<file path="src/rtl/bt_update_queue.sv">
// bt_update_queue: BTB update producer.
// Collects resolved branches from the branch unit and emits BTB insert
// requests on the packed 67-bit update bus. Candidates are taken branches
// or jumps that missed in the BTB. They are held in a DEPTH-entry FIFO and
// drained one per cycle while IN_outReady is high.
// Optional feature: define BTU_DEDUP_EN to drop candidates whose source PC
// is already queued, sitting valid in the output register, or among the
// last HIST emitted source PCs.
module bt_update_queue #(
    parameter int DEPTH = 4,
    parameter int HIST  = 4
) (
    input  logic        clk,
    input  logic        rst,
    input  logic        IN_brValid,
    input  logic [30:0] IN_brSrc,
    input  logic [30:0] IN_brDst,
    input  logic        IN_brTaken,
    input  logic        IN_brIsJump,
    input  logic        IN_brCompr,
    input  logic        IN_brBtbHit,
    input  logic        IN_clear,
    input  logic        IN_outReady,
    output logic [66:0] OUT_btUpdate,
    output logic        OUT_full,
    output logic [15:0] OUT_dropCount
);

    localparam int PTR_W = $clog2(DEPTH);
    localparam int CNT_W = PTR_W + 1;
    localparam logic [CNT_W-1:0] DEPTH_C = CNT_W'(DEPTH);

    if (DEPTH < 2 || (DEPTH & (DEPTH - 1)) != 0 || HIST < 1) begin : g_bad_param
        $error("bt_update_queue: DEPTH must be a power of two >= 2 and HIST >= 1");
    end

    // FIFO control state
    logic [PTR_W-1:0] wr_ptr;
    logic [PTR_W-1:0] rd_ptr;
    logic [CNT_W-1:0] count;
    logic [CNT_W-1:0] count_nxt;
    logic             full_q;
    logic [15:0]      drop_cnt;

    // FIFO payload storage (not reset; qualified by count)
    logic [30:0] fifo_src   [DEPTH];
    logic [30:0] fifo_dst   [DEPTH];
    logic        fifo_jump  [DEPTH];
    logic        fifo_compr [DEPTH];

    // Output register
    logic        out_vld;
    logic        out_compr;
    logic        out_jump;
    logic [30:0] out_dst;
    logic [30:0] out_src;

    // Per-cycle decisions
    logic is_cand;
    logic dup;
    logic accept;
    logic pop_raw;
    logic do_pop;
    logic do_push;
    logic do_drop;

    assign is_cand = IN_brValid && !IN_brBtbHit && (IN_brTaken || IN_brIsJump);
    assign pop_raw = IN_outReady && (count != '0);
    // Clear wins over both push and pop in its cycle.
    assign do_pop  = pop_raw && !IN_clear;
    assign accept  = is_cand && !dup && !IN_clear;
    // A full FIFO still accepts when the head leaves in the same cycle.
    assign do_push = accept && ((count != DEPTH_C) || pop_raw);
    assign do_drop = accept && (count == DEPTH_C) && !pop_raw;

`ifdef BTU_DEDUP_EN
    logic [30:0]      hist_src [HIST];
    logic [HIST-1:0]  hist_vld;
    logic [PTR_W-1:0] dist;

    // Duplicate detection against live FIFO entries (including the head being
    // popped this cycle), the valid output register and the emit history.
    always_comb begin
        dup  = 1'b0;
        dist = '0;
        for (int i = 0; i < DEPTH; i++) begin
            dist = PTR_W'(i) - rd_ptr;
            if (({1'b0, dist} < count) && (fifo_src[i] == IN_brSrc)) begin
                dup = 1'b1;
            end
        end
        if (out_vld && (out_src == IN_brSrc)) begin
            dup = 1'b1;
        end
        for (int h = 0; h < HIST; h++) begin
            if (hist_vld[h] && (hist_src[h] == IN_brSrc)) begin
                dup = 1'b1;
            end
        end
    end

    // History valid bits: shift in a set bit on every pop, cleared by rst/clear.
    always_ff @(posedge clk) begin
        if (rst || IN_clear) begin
            hist_vld <= '0;
        end else if (do_pop) begin
            for (int h = HIST - 1; h > 0; h--) begin
                hist_vld[h] <= hist_vld[h-1];
            end
            hist_vld[0] <= 1'b1;
        end
    end

    // History source PCs: newest popped src at index 0, oldest falls off.
    always_ff @(posedge clk) begin
        if (do_pop) begin
            for (int h = HIST - 1; h > 0; h--) begin
                hist_src[h] <= hist_src[h-1];
            end
            hist_src[0] <= fifo_src[rd_ptr];
        end
    end
`else
    assign dup = 1'b0;
`endif

    // Next occupancy from the push/pop decision of this cycle.
    always_comb begin
        count_nxt = count;
        if (IN_clear) begin
            count_nxt = '0;
        end else begin
            case ({do_push, do_pop})
                2'b10:   count_nxt = count + 1'b1;
                2'b01:   count_nxt = count - 1'b1;
                default: count_nxt = count;
            endcase
        end
    end

    // Pointers, occupancy, full flag and saturating overflow counter.
    always_ff @(posedge clk) begin
        if (rst) begin
            wr_ptr   <= '0;
            rd_ptr   <= '0;
            count    <= '0;
            full_q   <= 1'b0;
            drop_cnt <= '0;
        end else begin
            count  <= count_nxt;
            full_q <= (count_nxt == DEPTH_C);
            if (IN_clear) begin
                wr_ptr <= '0;
                rd_ptr <= '0;
            end else begin
                if (do_push) begin
                    wr_ptr <= wr_ptr + 1'b1;
                end
                if (do_pop) begin
                    rd_ptr <= rd_ptr + 1'b1;
                end
            end
            if (do_drop && (drop_cnt != 16'hFFFF)) begin
                drop_cnt <= drop_cnt + 16'd1;
            end
        end
    end

    // FIFO payload write at the tail.
    always_ff @(posedge clk) begin
        if (do_push) begin
            fifo_src[wr_ptr]   <= IN_brSrc;
            fifo_dst[wr_ptr]   <= IN_brDst;
            fifo_jump[wr_ptr]  <= IN_brIsJump;
            fifo_compr[wr_ptr] <= IN_brCompr;
        end
    end

    // Output register: valid for one cycle per pop, payload holds otherwise.
    always_ff @(posedge clk) begin
        if (rst) begin
            out_vld   <= 1'b0;
            out_compr <= 1'b0;
            out_jump  <= 1'b0;
            out_dst   <= '0;
            out_src   <= '0;
        end else if (IN_clear) begin
            out_vld <= 1'b0;
        end else begin
            out_vld <= do_pop;
            if (do_pop) begin
                out_compr <= fifo_compr[rd_ptr];
                out_jump  <= fifo_jump[rd_ptr];
                out_dst   <= fifo_dst[rd_ptr];
                out_src   <= fifo_src[rd_ptr];
            end
        end
    end

    assign OUT_btUpdate  = {out_src, 1'b0, out_dst, 1'b0, out_jump, out_compr, out_vld};
    assign OUT_full      = full_q;
    assign OUT_dropCount = drop_cnt;

endmodule

</file>
<file path="config.mk">
export PLATFORM = sky130hd
export DESIGN_NAME = bt_update_queue
export DESIGN_NICKNAME = d
export VERILOG_FILES = /design/src/rtl/bt_update_queue.sv
export SDC_FILE = /design/constraint.sdc
export NUM_CORES = 1
export LEC_CHECK = 0
export CAP_MARGIN = 5
export CORE_ASPECT_RATIO = 0.5
export CORE_MARGIN = 8
export CORE_UTILIZATION = 52
export CTS_BUF_LIST = sky130_fd_sc_hd__clkbuf_8
export DETAILED_ROUTE_END_ITERATION = 10
export PLACE_DENSITY = 0.79
export SYNTH_ARGS = -nofsm -noshare
export SYNTH_HDL_FRONTEND = slang
export SYNTH_SLANG_ARGS = --single-unit
</file>
<file path="constraint.sdc">
create_clock -name clk -period 3.7 [get_ports clk]
set_input_delay 0.74 -clock clk [delete_from_list [all_inputs] [get_ports clk]]
set_output_delay 0.74 -clock clk [all_outputs]
set_load 0.02 [all_outputs]
</file>
==> summary.md, run 1 <==
| Metric | Value |
|---|---|
| Cell Pwr Density | `477.5 mW/mm^2` |
| Distinct cells, synth | `39` |
| Overall Power | `7510 uW` |
| Register area share after synthesis | `74.31%` |
| Hold crit path type | `flip-flop to flip-flop` |
| Ratio of final minimum period to clock period | `80.93%` |
| CTS root buf | `clkbuf_8` |
| Switching Share | `19.82%` |
| Worst setup path category | `primary input to flip-flop` |
| Iteration-0 DRC Markers | `599` |
| Num ports | `155` |
| Final count of hold timing violations | `0` |
| Asr flop ratio synth | `0%` |
| Mapped Area | `0.01274 sq mm` |
| Synth Area per Inst | `16.51 sq um` |
| Final Max Tran Viols | `0` |
| Fin area | `0.01573 sq mm` |
| Crit. End Element | `flip-flop` |
| Grt ovf | `0` |
| CP peak stage delay | `0.57 ns` |
| Most frequent cells in the layout | `edfxtp_1, clkdlybuf4s50_1, nand2_1, dfxtp_1, a21oi_1` |
| Worst-Skew Late Latency | `0.56 ns` |
| Crit Path Max Fanout | `5` |
| Clock Skews | `0.01105 ns` |
| Drt drc | `0` |
| Starting Density | `53.05%` |
| Number of buffers created by CTS | `47` |
| Post-CTS Setup Bufs | `0` |
| CP Data Arrival Time | `3.43 ns` |
| Vias post-DR | `7181` |
| Die width | `237.4 microns` |
| Global-route wire length before repair | `41410 microns` |
| Initial antenna violation count | `2` |
| Hpwl dp | `16320 microns` |
| Die height | `126.7 microns` |
| All-Layer GR Usage | `17.60%` |
| Wire per inst | `20.66 microns` |
| Comb power frac | `2.7%` |
| # nets final | `1022` |
| Core area | `0.02402 sq mm` |
| RePlAce Congestion | `0.8153` |
| Layout cells sized above 1 | `17.50%` |
| Clock sinks | `345` |
| Worst-path cell with the longest stage delay | `or3b_2` |
| Area Growth Syn to Fin | `23.41%` |
| Post-CTS Hold Fix Bufs | `0` |
| Leak | `0.004947 uW` |
| Max-cap violations | `0` |
| Fin util | `65.46%` |
| TritonCTS clock tree | `yes` |
| Slew Limit Headroom | `32.42%` |
| Yosys reg bits | `345` |
| CP Cell Sequence | `clkdlybuf4s50_1 > or3b_2 > nor3b_1 > inv_1 > ha_1 > fa_1 > nor2_1 > a221oi_1 > nor3_1` |
| Clock transition at path regs | `0.06 ns` |
| Commonest non-fill, non-tap cell in the layout | `edfxtp_1` |
| Post-Synthesis Cells | `772` |
| Port bufs | `152` |
| TritonRoute pass-1 iters | `5` |
| Final setup fails | `0` |
| Period minus WS final | `2.995 ns` |
| Yosys warns | `0` |
| Worst slew pin tran | `1.014 ns` |
| Ys flop type | `edfxtp_1` |
| Num rows | `40` |
| Unrepaired setup endpoints after global routing | `false` |
| Status | `finished, final reports clean` |
| # resized after CTS | `0` |
| TNS Setup | `0 ns` |
| CTS H-tree lvls | `2` |
| Sequential cell fraction of total power | `55.7%` |
| Req. time, crit path | `4.14 ns` |
| Post-route ant nets | `0` |
| EDFF count, synth | `256` |
| Number of global-route vias before repair | `7449` |
| Pin count of the biggest net entering global routing | `68` |
| Sw Pwr | `1488 uW` |
| Cell Area, Placed | `0.01467 sq mm` |
| Die footprint | `0.03008 sq mm` |
| CTS Buffer Depth | `3` |
| Clock network power share | `41.6%` |
| Peak VDD IR | `0.3059 mV` |
| CP Launch Type | `primary input` |
| DRT Wirelength | `26850 microns` |
| Vias per cell | `5.524` |
| P_int | `6022 uW` |
| F_max | `0.3339 GHz` |
-- worst max-delay path, delay by kind of cell --
kind	cells	cell delay (ns)
buf+inv	2	0.63
simple gates	4	1.06
fa+ha+maj	2	0.74
compound gates	1	0.26
-- area by class of cell --
type	instances	area, sq um
repair buffers	169	1709
fillers	1598	8297
multi-input cells	374	3062
flip-flops and latches	345	9477
clock buffers	60	825.8
well taps	315	394.1
diodes	2	5.005
inverters	7	26.28
clock inverters	28	227.7
-- sequential cells by signal, indices dropped and copies added, names as in the netlist, 2 cells and up --
name,cells
fifo_dst,124
fifo_src,124
out_dst,31
out_src,31
OUT_dropCount,16
fifo_compr,4
fifo_jump,4
count,3
rd_ptr,2
wr_ptr,2
-- stage by stage --
stage                     hold WS, ns  setup WS [ns]  instances
final                          0.4540         0.7054       1300
after global routing           0.4794         0.6159       1300
after CTS                      0.4563         0.7796       1298
after detailed placement       0.4470         0.1889       1210
after global placement         0.4416         0.2945       1210
after floorplan                0.4367         0.5791        773
-- cells in the mapped netlist (3+ instances only) --
library cell	n	area share, %
nand4_1	5	0.25
and2_1	5	0.25
nor2b_1	4	0.20
dfxtp_1	89	14
o31ai_1	8	0.47
clkbuf_1	29	0.85
buf_1	9	0.27
inv_1	7	0.21
nand3_1	4	0.16
buf_2	3	0.12
nor4_1	4	0.20
mux4_2	64	11
edfxtp_1	256	60
a21oi_1	75	2.9
mux2_2	4	0.35
o21ai_0	3	0.12
or4_1	8	0.47
nor2_1	17	0.50
or3b_2	3	0.21
buf_4	5	0.29
xnor2_1	5	0.34
ha_1	6	0.59
or3_1	5	0.25
nand2_1	134	3.9
-- metal layers --
| layer | up-vias | wire length [microns] | global-route usage, % |
|---|---|---|---|
| met5 | - | 0 | 0 |
| met4 | 0 | 565 | 6.908 |
| met3 | 39 | 1588 | 3.717 |
| met2 | 207 | 14020 | 30.97 |
| met1 | 3646 | 10680 | 21.22 |
| li1 | 3289 | - | - |
-- logic make-up (layout without fill, tap and decap cells) --
kind of cell / count (synthesis) / in the layout / synth area share (%)
AOI/OAI and AO/OA: 88 / 88 / 3.662
xor gates and xnor gates: 6 / 6 / 0.4124
adders and majority gates: 7 / 7 / 0.7462
buffers and inverters: 54 / 264 / 1.826
DFF: 345 / 345 / 74.31
muxes: 70 / 70 / 11.82
other: 1 / 4 / 0.02943
and+or+nand+nor: 201 / 201 / 7.197
-- worst paths after layout --
check | from | to | slack (ns) | cells after the start
worst max-delay path | IN_clear | OUT_full$_SDFF_PP0_ | 0.71 | 9
worst min-delay path | out_dst[23]$_SDFFE_PP0P_ | out_dst[23]$_SDFFE_PP0P_ | 0.45 | 2
worst max register to register | count[0]$_SDFF_PP0_ | OUT_dropCount[10]$_SDFFE_PP0P_ | 1.31 | 4
worst min register to register | out_dst[23]$_SDFFE_PP0P_ | out_dst[23]$_SDFFE_PP0P_ | 0.45 | 2
-- power by group through the flow --
| stage | clock, uW | sequential (uW) | combinational (uW) |
|---|---|---|---|
| 6_report | 3130 | 4180 | 201 |
| 5_1_grt | 3350 | 4180 | 214 |
| 4_1_cts | 3200 | 4180 | 201 |
| 3_5_place_dp | 0 | 4270 | 200 |
| 3_3_place_gp | 0 | 4260 | 193 |
| 2_1_floorplan | 0 | 4270 | 61.0 |
Note: power is estimated with default switching activity, not from simulation.
==> inputs of run 2 (changes only) <==
==> constraint.sdc (replaced) <==
create_clock -name clk -period 2.65 [get_ports clk]
set_input_delay 0.53 -clock clk [delete_from_list [all_inputs] [get_ports clk]]
set_output_delay 0.53 -clock clk [all_outputs]
set_load 0.02 [all_outputs]
==> summary.md, run 2 (synthesized netlist as in run 1, its figures left out) <==
| Metric | Value |
|---|---|
| Fin util | `65.64% (+0.18 points)` |
| Area Growth Syn to Fin | `23.74%` |
| Num ports | `155 (unchanged)` |
| Slew Limit Headroom | `42.41% (+10 points)` |
| RePlAce Congestion | `0.7976 (-2.2%)` |
| TritonRoute pass-1 iters | `5 (unchanged)` |
| Num rows | `40 (unchanged)` |
| # nets final | `1039 (+1.7%)` |
| Max-cap violations | `0 (unchanged)` |
| Hold crit path type | `flip-flop to flip-flop` |
| Post-CTS Hold Fix Bufs | `0 (unchanged)` |
| Worst slew pin tran | `0.8639 ns (-0.1498 ns)` |
| Number of global-route vias before repair | `7540 (+1.2%)` |
| Worst-Skew Late Latency | `0.56 ns (about the same)` |
| Cell Pwr Density | `621.0 mW/mm^2 (+30%)` |
| Worst Min Path Start | `out_src[16]$_SDFFE_PP0P_` |
| Starting Density | `53.05% (unchanged)` |
| Iteration-0 DRC Markers | `520 (-13%)` |
| Pin count of the biggest net entering global routing | `66 (-2.9%)` |
| CTS root buf | `clkbuf_8` |
| Post-route ant nets | `0 (unchanged)` |
| Commonest non-fill, non-tap cell in the layout | `edfxtp_1` |
| Crit. End Element | `flip-flop` |
| All-Layer GR Usage | `17.86% (+0.26 points)` |
| CP Data Arrival Time | `2.88 ns (-0.55 ns)` |
| Final Max Tran Viols | `0 (unchanged)` |
| Clock sinks | `345 (unchanged)` |
| Vias post-DR | `7213 (+0.45%)` |
| # resized after CTS | `0 (unchanged)` |
| Pre-CTS setup slack | `-0.3758 ns (-0.5647 ns)` |
| Status | `finished, final reports clean` |
| Ratio of final minimum period to clock period | `92.64%` |
| Wire per inst | `20.81 microns (+0.74%)` |
| Worst setup path category | `primary input to flip-flop` |
| M1 GR Usage | `21.38% (+0.15 points)` |
| Peak VDD IR | `0.2740 mV (-10%)` |
| Core area | `0.02402 sq mm (unchanged)` |
| Hpwl dp | `17020 microns (+4.3%)` |
| Die footprint | `0.03008 sq mm (unchanged)` |
| Reg-to-Reg Start | `count[0]$_SDFF_PP0_` |
| CTS Buffer Depth | `3 (unchanged)` |
| Leak | `0.005000 uW (+1.1%)` |
| F_max | `0.4073 GHz` |
| Layout cells sized above 1 | `17.85% (+0.36 points)` |
| Clock transition at path regs | `0.07 ns (about the same)` |
| # diodes | `0 (-2)` |
| DRT Wirelength | `27300 microns (+1.7%)` |
| Unrepaired setup endpoints after global routing | `false` |
| Largest registers | `fifo_dst: 124 flops, fifo_src: 124 flops` |
| Crit Path Max Fanout | `2 (-3)` |
| Number of buffers created by CTS | `46 (-2.1%)` |
| Initial antenna violation count | `1 (-1)` |
| Post-CTS Setup Bufs | `0 (unchanged)` |
| Final count of hold timing violations | `0 (unchanged)` |
| TritonCTS clock tree | `yes` |
| Grt ovf | `0 (unchanged)` |
| Most frequent cells in the layout | `edfxtp_1, clkdlybuf4s50_1, nand2_1, dfxtp_1, a21oi_1` |
| GR Layer Usage met2 | `32.03% (+1.1 points)` |
| Die height | `126.7 microns (unchanged)` |
| Critical path startpoint | `IN_clear` |
| GR Layer Usage met3 | `4.128% (+0.41 points)` |
| Die width | `237.4 microns (unchanged)` |
| Clock Skews | `0.02053 ns (+0.009473 ns)` |
| CTS H-tree lvls | `2 (unchanged)` |
| Setup WS post-layout | `0.1950 ns (-0.5105 ns)` |
| Port bufs | `152 (unchanged)` |
| Busiest grt layer | `met2` |
| Global-route wire length before repair | `42010 microns (+1.5%)` |
| Vias per cell | `5.498 (-0.47%)` |
| Period minus WS final | `2.455 ns` |
| Drt drc | `0 (unchanged)` |
| Final hold slack | `0.4557 ns (+0.001759 ns)` |
| Final setup fails | `0 (unchanged)` |
| CP Launch Type | `primary input` |
| Req. time, crit path | `3.08 ns (-1.06 ns)` |
[run 2: cell types whose count changed in the layout (fill, tap and decap cells not counted), moves of 4 or more]
cell | before | now
buf_12 | 5 | 14
inv_1 | 20 | 31
bufinv_16 | 4 | 0
buf_4 | 13 | 22
clkbuf_8 | 60 | 52
[run 2: worst max-delay path, stage by stage]
cell	delay, ns
clkdlybuf4s50_1	0.43
or3b_2	0.52
nor3b_2	0.24
inv_1	0.06
ha_1	0.21
fa_1	0.51
nor2_1	0.05
a221oi_1	0.26
nor3_1	0.08
[run 2: metal layers]
layer	up-vias	part of all wire [%]
met4	2	2.0
met3	49	5.5
met1	3655	40
met5	-	0.048
met2	194	53
li1	3313	-
[run 2: layout make-up]
cell class	instances	area, sq um
clock buffer	52	715.7
clock inverter	32	132.6
fill	1686	8254
inverter	7	26.28
multi-input combinational	374	3067
sequential	345	9477
tap	315	394.1
timing repair buffer	187	1957
[run 2: final timing paths]
path,end,cells past startpoint,slack [ns]
worst min-delay path,out_src[16]$_SDFFE_PP0P_,2,0.46
worst max register to register,OUT_dropCount[9]$_SDFFE_PP0P_,5,0.27
worst min register to register,out_src[16]$_SDFFE_PP0P_,2,0.46
worst max-delay path,OUT_full$_SDFF_PP0_,9,0.19
[run 2: power by group]
group,switching (uW),leakage (uW),internal (uW)
Clock,1870,0.000525,1800
Sequential,10.8,0.00303,5830
Combinational,140,0.00145,150
Total,2020,0.00500,7770
[run 2: per-stage QoR]
step	std cells	total power, uW	TNS (ns)	instance area, sq um
detailed placement	1228	6245	-6.716	14920
global placement	1228	6230	-3.407	14920
CTS	1312	9902	0	15770
finish	1312	9793	0	15770
floorplan	773	6048	-14.49	12760
global route	1312	10150	0	15770
==> inputs of run 3 (changes only) <==
--- a/config.mk
+++ b/config.mk
@@ -6,12 +6,12 @@
 export NUM_CORES = 1
 export LEC_CHECK = 0
 export CAP_MARGIN = 5
-export CORE_ASPECT_RATIO = 0.5
 export CORE_MARGIN = 8
 export CORE_UTILIZATION = 52
 export CTS_BUF_LIST = sky130_fd_sc_hd__clkbuf_8
 export DETAILED_ROUTE_END_ITERATION = 10
 export PLACE_DENSITY = 0.79
+export SLEW_MARGIN = 20
 export SYNTH_ARGS = -nofsm -noshare
 export SYNTH_HDL_FRONTEND = slang
 export SYNTH_SLANG_ARGS = --single-unit
==> summary.md, run 3 (synthesized netlist as in run 1, its figures left out) <==
| Metric | Value |
|---|---|
| Leak | `0.005089 uW (+1.8%)` |
| Die width | `172.5 microns (-27%)` |
| R2r endpoint | `OUT_dropCount[11]$_SDFFE_PP0P_` |
| Drt drc | `0 (unchanged)` |
| Clock Skews | `0.02517 ns (+0.004647 ns)` |
| Worst slew pin tran | `0.7461 ns (-0.1178 ns)` |
| Max-cap violations | `0 (unchanged)` |
| CTS H-tree lvls | `2 (unchanged)` |
| Cell Pwr Density | `666.4 mW/mm^2 (+7.3%)` |
| Core area | `0.02418 sq mm (+0.64%)` |
| Worst Min Path Start | `out_dst[18]$_SDFFE_PP0P_` |
| All-Layer GR Usage | `17.95% (+0.098 points)` |
| CP Launch Type | `primary input` |
| Worst setup path category | `primary input to flip-flop` |
| Initial antenna violation count | `1 (unchanged)` |
| Post-CTS Setup Bufs | `0 (unchanged)` |
| DRT Wirelength | `26880 microns (-1.5%)` |
| Overall Power | `10690 uW (+9.1%)` |
| Final Max Tran Viols | `0 (unchanged)` |
| Worst-Skew Late Latency | `0.57 ns (about the same)` |
| Num ports | `155 (unchanged)` |
| Ratio of final minimum period to clock period | `91.58% (-1.1 points)` |
| Worst r2r path cells | `4 (-1)` |
| Area Growth Syn to Fin | `25.86%` |
| # fillers | `1630 (-3.3%)` |
| Commonest non-fill, non-tap cell in the layout | `edfxtp_1` |
| Final setup fails | `0 (unchanged)` |
| Reg-to-Reg Start | `count[0]$_SDFF_PP0_` |
| Most frequent cells in the layout | `edfxtp_1, clkdlybuf4s50_1, nand2_1, dfxtp_1, a21oi_1` |
| # diodes | `0 (unchanged)` |
| CTS root buf | `clkbuf_8` |
| Die height | `172.5 microns (+36%)` |
| Peak VDD IR | `0.5439 mV (+99%)` |
| Period minus WS final | `2.427 ns (-0.02811 ns)` |
| Req. time, crit path | `3.09 ns (about the same)` |
| Clock sinks | `345 (unchanged)` |
| Status | `finished, final reports clean` |
| Number of buffers created by CTS | `53 (+15%)` |
| Slew Limit Headroom | `50.26% (+7.9 points)` |
| Die footprint | `0.02977 sq mm (-1.0%)` |
| Crit. End Element | `flip-flop` |
| Port bufs | `152 (unchanged)` |
| Cell Area, Placed | `0.01491 sq mm (about the same)` |
| Clock transition at path regs | `0.06 ns (about the same)` |
| Final count of hold timing violations | `0 (unchanged)` |
| Iteration-0 DRC Markers | `505 (-2.9%)` |
| Grt ovf | `0 (unchanged)` |
| TritonCTS clock tree | `yes` |
| Post-CTS Hold Fix Bufs | `0 (unchanged)` |
| Reg2reg setup slack | `0.30 ns (+0.03 ns)` |
| CP Data Arrival Time | `2.87 ns (about the same)` |
| Crit Path Max Fanout | `4 (+2)` |
| Hold depth | `2 (unchanged)` |
| CTS Buffer Depth | `3 (unchanged)` |
| # nets final | `1041 (+0.19%)` |
| Wire per inst | `20.20 microns (-2.9%)` |
| Number of global-route vias before repair | `7742 (+2.7%)` |
| Fin area | `0.01604 sq mm (+1.7%)` |
| RePlAce Congestion | `0.7949 (-0.34%)` |
| Vias post-DR | `7293 (+1.1%)` |
| Hold crit path type | `flip-flop to flip-flop` |
| # resized after CTS | `0 (unchanged)` |
| TritonRoute pass-1 iters | `4 (-1)` |
| Starting Density | `52.71% (-0.34 points)` |
| Unrepaired setup endpoints after global routing | `false` |
| Layout cells sized above 1 | `19.07% (+1.2 points)` |
| Post-route ant nets | `0 (unchanged)` |
| Num rows | `57 (+43%)` |
| F_max | `0.4120 GHz (+1.2%)` |
| Largest registers | `fifo_dst: 124 flops, fifo_src: 124 flops` |
| Pin count of the biggest net entering global routing | `66 (unchanged)` |
| Vias per cell | `5.479 (-0.33%)` |
| Global-route wire length before repair | `42590 microns (+1.4%)` |
| Hold Path Sink | `out_dst[18]$_SDFFE_PP0P_` |
| Hpwl dp | `16560 microns (-2.7%)` |
==> run 3: cell types whose count changed in the layout (fill, tap and decap cells not counted), sizes merged <==
| cell | change |
|---|---|
| clkinvlp | -1 |
| buf | -5 |
| clkbuf | +9 |
| bufinv | +5 |
| inv | -11 |
| clkinv | +13 |
==> run 3: worst max-delay path by stage <==
stage,startpoint,endpoint,slack [ns],cells after the start
final,IN_clear,OUT_full$_SDFF_PP0_,0.22,9
after global placement,IN_brValid,OUT_full$_SDFF_PP0_,-0.30,9
after CTS,IN_clear,OUT_full$_SDFF_PP0_,0.25,10
after detailed placement,IN_clear,OUT_full$_SDFF_PP0_,-0.34,10
after floorplan,IN_clear,fifo_compr[0]$_DFFE_PP_,-0.06,3
after global routing,IN_clear,OUT_full$_SDFF_PP0_,0.12,9
==> run 3: through the flow <==
| step | TNS [ns] | worst slack (ns) | hold WS (ns) | cells | util, % |
|---|---|---|---|---|---|
| after floorplan | -14.49 | -0.05661 | 0.4367 | 773 | - |
| final | 0 | 0.2231 | 0.4520 | 1331 | 66.34 |
| after CTS | 0 | 0.2498 | 0.4551 | 1331 | 66.34 |
| after global placement | -2.136 | -0.2983 | 0.4414 | 1232 | 61.67 |
| after global routing | 0 | 0.1238 | 0.4813 | 1331 | 66.34 |
| after detailed placement | -3.232 | -0.3392 | 0.4465 | 1232 | 61.67 |
==> run 3: worst max-delay path, stage by stage <==
cell	delay [ns]
clkdlybuf4s50_1	0.42
or3b_2	0.53
nor3b_2	0.24
inv_1	0.06
ha_1	0.21
fa_1	0.52
nor2_1	0.05
a221oi_1	0.24
nor3_1	0.07
==> run 3: metal layers <==
metal	GRT usage, %	part of all wire, %	vias up
met3	4.400	6.6	35
met4	5.038	1.5	2
met2	30.51	50	213
met1	22.65	42	3717
li1	-	-	3326
met5	0	0.037	-
==> run 3: area by class of cell <==
class / count / area, sq um / area share [%]
clock buffers: 61 / 839.6 / 5.234
clock inverters: 38 / 290.3 / 1.810
inverters: 7 / 26.28 / 0.1638
multi-input cells: 374 / 3069 / 19.14
flip-flops and latches: 345 / 9477 / 59.08
well taps: 324 / 405.4 / 2.528
repair buffers: 182 / 1932 / 12.04
==> run 3: power breakdown <==
group | total, uW | switching, uW | leakage [uW] | internal, uW
sequential | 5840 | 11.2 | 0.00303 | 5830
clock | 4560 | 1970 | 0.000636 | 2590
combinational | 286 | 139 | 0.00143 | 148
